==> config.mk <==
export PLATFORM = sky130hd
export DESIGN_NAME = mano_seq_ctrl_flat
export DESIGN_NICKNAME = d
export VERILOG_FILES = /design/src/rtl/mano_seq_ctrl_if.sv /design/src/rtl/mano_seq_ctrl.sv /design/src/flat_wrapper.sv
export SDC_FILE = /design/constraint.sdc
export NUM_CORES = 1
export LEC_CHECK = 0
export ABC_AREA = 1
export CAP_MARGIN = 20
export CORE_UTILIZATION = 36
export DETAILED_ROUTE_END_ITERATION = 16
export GPL_ROUTABILITY_DRIVEN = 0
export PLACE_DENSITY_LB_ADDON = 0.08
export SETUP_SLACK_MARGIN = 0.02
export SLEW_MARGIN = 20
export SYNTH_ARGS = -nofsm -noshare
export SYNTH_HDL_FRONTEND = slang
export SYNTH_SLANG_ARGS = --single-unit
export TNS_END_PERCENT = 100
==> constraint.sdc <==
create_clock -name clk -period 2.95 [get_ports clk]
set_input_delay 0.7375 -clock clk [delete_from_list [all_inputs] [get_ports clk]]
set_output_delay 0.7375 -clock clk [all_outputs]
set_load 0.005 [all_outputs]
==> src/rtl/mano_seq_ctrl_if.sv <==
// Mano sequence-controller signal bundle between control logic and the bus decoder.
// Interrupt signals exist only when MANO_INT_EN is defined.
interface mano_seq_ctrl_if #(
  parameter int SC_W = 3,
  parameter int IR_W = 16
) ();
  logic                 start;
  logic                 sc_clr;
  logic [IR_W-1:0]      bus_in;
  logic [SC_W-1:0]      t;
  logic [2**SC_W-1:0]   t_dec;
  logic [IR_W-1:0]      ir_out;
  logic [7:0]           d;
  logic                 i_bit;
  logic                 running;
  logic                 rr_exec;
  logic                 seq_err;
`ifdef MANO_INT_EN
  logic                 ien;
  logic                 fgi;
  logic                 fgo;
  logic                 int_cycle;
`endif

  modport master (
    output start, sc_clr, bus_in,
`ifdef MANO_INT_EN
    output ien, fgi, fgo,
    input  int_cycle,
`endif
    input  t, t_dec, ir_out, d,
    input  i_bit, running, rr_exec, seq_err
  );

  modport slave (
    input  start, sc_clr, bus_in,
`ifdef MANO_INT_EN
    input  ien, fgi, fgo,
    output int_cycle,
`endif
    output t, t_dec, ir_out, d,
    output i_bit, running, rr_exec, seq_err
  );
endinterface

==> src/rtl/mano_seq_ctrl.sv <==
// Mano basic-computer timing controller: SC, IR, I and S flip-flops.
// Define MANO_INT_EN to add the R flip-flop and interrupt cycle.
module mano_seq_ctrl #(
  parameter int              SC_W     = 3,
  parameter int              IR_W     = 16,
  parameter logic [IR_W-1:0] HLT_CODE = 16'h7001
) (
  input logic              clk,
  input logic              rst,
  mano_seq_ctrl_if.slave   io
);
  localparam logic [SC_W-1:0] T1 = SC_W'(1);
  localparam logic [SC_W-1:0] T2 = SC_W'(2);
  localparam logic [SC_W-1:0] T3 = SC_W'(3);
  localparam logic [SC_W-1:0] T7 = '1;
  localparam int TD_W = 2**SC_W;

  logic            s_q, s_d;
  logic [SC_W-1:0] sc_q, sc_d;
  logic [IR_W-1:0] ir_q, ir_d;
  logic            i_q, i_d;
  logic            serr_q, serr_d;
  logic            hlt;
  logic            int_cyc;
  logic [7:0]      d_w;

  assign hlt = s_q && (sc_q == T3) && (ir_q == HLT_CODE);

`ifdef MANO_INT_EN
  logic r_q, r_d;
  logic r_set;

  // R stays high through T4..T7 but only T0..T2 are the interrupt cycle
  assign int_cyc = s_q && r_q && (sc_q <= T2);
  assign r_set   = s_q && (sc_q > T2) && io.ien && (io.fgi || io.fgo);

  always_comb begin
    r_d = r_q;
    if (r_set)
      r_d = 1'b1;
    if (hlt || (int_cyc && sc_q == T2))
      r_d = 1'b0;
  end

  always_ff @(posedge clk or posedge rst) begin
    if (rst) r_q <= 1'b0;
    else     r_q <= r_d;
  end

  assign io.int_cycle = int_cyc;
`else
  assign int_cyc = 1'b0;
`endif

  always_comb begin
    s_d    = s_q;
    sc_d   = sc_q;
    ir_d   = ir_q;
    i_d    = i_q;
    serr_d = 1'b0;
    if (!s_q) begin
      sc_d = '0;
      if (io.start)
        s_d = 1'b1;
    end else begin
      if (hlt) begin
        s_d  = 1'b0;
        sc_d = '0;
      end else if (int_cyc && sc_q == T2) begin
        sc_d = '0;
      end else if (io.sc_clr && !int_cyc) begin
        sc_d = '0;
      end else begin
        sc_d   = sc_q + T1;
        serr_d = (sc_q == T7);
      end
      if (sc_q == T1 && !int_cyc)
        ir_d = io.bus_in;
      if (sc_q == T2 && !int_cyc)
        i_d = ir_q[IR_W-1];
    end
  end

  always_ff @(posedge clk or posedge rst) begin
    if (rst) begin
      s_q    <= 1'b0;
      sc_q   <= '0;
      ir_q   <= '0;
      i_q    <= 1'b0;
      serr_q <= 1'b0;
    end else begin
      s_q    <= s_d;
      sc_q   <= sc_d;
      ir_q   <= ir_d;
      i_q    <= i_d;
      serr_q <= serr_d;
    end
  end

  assign d_w        = 8'b1 << ir_q[IR_W-2 -: 3];
  assign io.t       = sc_q;
  assign io.t_dec   = s_q ? (TD_W'(1) << sc_q) : '0;
  assign io.ir_out  = ir_q;
  assign io.d       = d_w;
  assign io.i_bit   = i_q;
  assign io.running = s_q;
  assign io.rr_exec = s_q && d_w[7] && !i_q && (sc_q == T3);
  assign io.seq_err = serr_q;
endmodule

==> src/flat_wrapper.sv <==
// flat-port wrapper written by rule: the top's interface ports become plain ports
module mano_seq_ctrl_flat 
#(
  parameter int              SC_W     = 3,
  parameter int              IR_W     = 16,
  parameter logic [IR_W-1:0] HLT_CODE = 16'h7001
)
  (clk, rst, io_start, io_sc_clr, io_bus_in, io_t, io_t_dec, io_ir_out, io_d, io_i_bit, io_running, io_rr_exec, io_seq_err);
  mano_seq_ctrl_if #(.SC_W(SC_W), .IR_W(IR_W)) io_i ();
  input logic clk;
  input logic rst;
  input wire logic [$bits(io_i.start)-1:0] io_start;
  input wire logic [$bits(io_i.sc_clr)-1:0] io_sc_clr;
  input wire logic [$bits(io_i.bus_in)-1:0] io_bus_in;
  output wire logic [$bits(io_i.t)-1:0] io_t;
  output wire logic [$bits(io_i.t_dec)-1:0] io_t_dec;
  output wire logic [$bits(io_i.ir_out)-1:0] io_ir_out;
  output wire logic [$bits(io_i.d)-1:0] io_d;
  output wire logic [$bits(io_i.i_bit)-1:0] io_i_bit;
  output wire logic [$bits(io_i.running)-1:0] io_running;
  output wire logic [$bits(io_i.rr_exec)-1:0] io_rr_exec;
  output wire logic [$bits(io_i.seq_err)-1:0] io_seq_err;
  assign io_i.start = io_start;
  assign io_i.sc_clr = io_sc_clr;
  assign io_i.bus_in = io_bus_in;
  assign io_t = io_i.t;
  assign io_t_dec = io_i.t_dec;
  assign io_ir_out = io_i.ir_out;
  assign io_d = io_i.d;
  assign io_i_bit = io_i.i_bit;
  assign io_running = io_i.running;
  assign io_rr_exec = io_i.rr_exec;
  assign io_seq_err = io_i.seq_err;
  mano_seq_ctrl #(.SC_W(SC_W), .IR_W(IR_W), .HLT_CODE(HLT_CODE)) u_core (.clk(clk), .rst(rst), .io(io_i));
endmodule
==> run metrics <==
yosys warns=0; Clock Skews=0.004751 ns; Cells after Synth=145; CP arrival=1.90 ns; Max VDD drop=236.7 uV; final hold violations=0; # DRC=0; total CTS buffers=3; clock sinks=22; antenna-violating nets left=0; RSZ-0062 raised after global routing=false; min-delay worst type=reg -> reg; Area contributors post-synth=dfrtp_1 (48%), nand2_1 (15%), nor2_1 (6.8%); most common cell in the netlist=nand2_1; worst skew pair latency=0.31 ns; Tmin final=2.637 ns; Worst slew margin=44.49%; static leakage=0.8442 nW; overall routing resource usage=17.59%; initial antenna violation count=0; Post-Route WL=2718 um; drt pass-1 iters=4; via count=1,110; TritonCTS clock tree=yes; fin nets=233; final setup vio count=0; Synth top cells by count=nand2_1 (45), dfrtp_1 (22), nor2_1 (21), inv_1 (19), nor3_1 (8); synthesis-to-layout area growth=55.75%; fin. max-slew vios=0; CTS Hold Bufs=0; Post-Place Cell Area=1774 sq um; clk slew on worst S/H paths=0.12 ns; Layout Cells excl Fill=249; CTS resizes=0; Filler cells=315; status=complete, no violations; ys flop type=dfrtp_1; largest net degree at the start of global routing=25; Worst Max-Slew Pin Slew=0.8318 ns; CTS HTree Levels=1; share of layout cells above drive strength 1=7.317%; Core Box Area=3053 sq um; post-synthesis sequential area ratio=47.72%; Die Span X=58.61 um; Post-synth EDFFs=0; # rows=20; syn nets=171; Detailed Route Iter0 Violations=48; first-pass GRT wire length=4526 um; crit path kind=reg -> out; Die H=58.61 um; global route total overflow=0; post-DR wirelength/cell=10.92 um; max-cap check violation count=0; IO Count=59; Total Power=0.9305 mW; vias in the first global route=1,038; Mapped Area=1154 sq um; Clock Path Buffers=2; cell area after layout=1797 sq um; Detail Placement HPWL=2189 um; IO buf count=58; Fmax achieved=379.2 MHz; starting density of the core=37.79%; Post-synth ARST share=100.0%; Synth area leader=dfrtp_1; Synth top area share=47.72%; crit path launch type=register; die area=3435 sq um; via density per instance=4.458; post-synthesis register bit count=22; CP required=2.21 ns; diodes inserted=0; root buffer cell=clkbuf_4; Setup Buffers After CTS=0; Place WS=0.6574 ns; fin crit share=89.38%; Power Dens Cells=517.9 nW/um^2; post-synth cell types=16; Setup WS post-layout=0.3132 ns; crit end category=primary output; dpl cells=246; Max Fanout on Critical Path=4; setup TNS=0 ns; Post-Syn Area per Cell=7.956 sq um
## registers in the layout, summed over array words and instances (netlist names)
| signal | flops |
|---|---|
| u_core.io.i_bit | 1 |
| u_core.io.ir_out | 16 |
| u_core.io.running | 1 |
| u_core.io.seq_err | 1 |
| u_core.io.t | 3 |
## path summary, 6_finish.rpt
kind / startpoint / endpoint / slack, ns / cells after the start
hold / removal: u_core.io.ir_out[3] / u_core.io.ir_out[3] / 0.52 / 2
setup / recovery: u_core.io.t[0] / io_rr_exec / 0.31 / 5
min in group asynchronous: rst / u_core.io.ir_out[11] / 0.88 / 2
setup reg to reg: u_core.io.t[1] / u_core.io.ir_out[2] / 1.40 / 8
max in group asynchronous: rst / u_core.io.ir_out[14] / 1.56 / 2
hold reg to reg: u_core.io.ir_out[3] / u_core.io.ir_out[3] / 0.52 / 2
## metrics by stage
step	hold WS (ns)	utilization [%]
4_1_cts	0.5181	58.85
2_1_floorplan	0.4874	-
3_3_place_gp	0.4823	58.11
5_1_grt	0.5548	58.85
6_report	0.5151	58.85
3_5_place_dp	0.4866	58.11
## worst max-delay path, cell delays in order (launching register included)
cell	delay, ns
dfrtp_1	0.41
ha_1	0.20
ha_1	0.17
nand2_1	0.08
nor3_1	0.19
clkdlybuf4s50_1	0.53
## cell usage in the layout (no fill, tap or decap), types with 4 or more instances in the layout
cell type	instances
nand3_1	5
nor3_1	8
nand2_2	4
inv_1	19
nand2_1	45
clkdlybuf4s50_1	58
ha_1	6
nor2_1	21
o21ai_1	4
dfrtp_1	22
## metal layers
metal	track usage, %	routed length, um	vias up
met4	9.184	50	0
met1	21.48	1188	506
li1	-	-	561
met2	30.21	1340	39
met5	0	0	-
met3	2.418	138	4
## where the power goes
part / switching (mW) / total, mW / internal, mW
Combinational: 0.147 / 0.370 / 0.223
Clock: 0.0891 / 0.137 / 0.0477
Sequential: 0.0626 / 0.424 / 0.361
## kinds of logic after synthesis
family | after synthesis | synth area share (%)
flip-flops | 22 | 47.72
AO/OA/AOI/OAI | 8 | 4.665
adder cells (fa/ha/maj) | 6 | 6.507
buffers and inverters | 22 | 8.460
AND/OR/NAND/NOR | 87 | 32.65
## final cells by class
class / count / area, sq um / share of cell area (%)
repair buffers: 59 / 588.1 / 32.73
inverters: 20 / 75.07 / 4.178
clock buffers: 3 / 22.52 / 1.253
well taps: 44 / 55.05 / 3.064
flip-flops and latches: 22 / 550.5 / 30.64
multi-input cells: 101 / 505.5 / 28.13
Note: power is estimated with default switching activity, not from simulation.
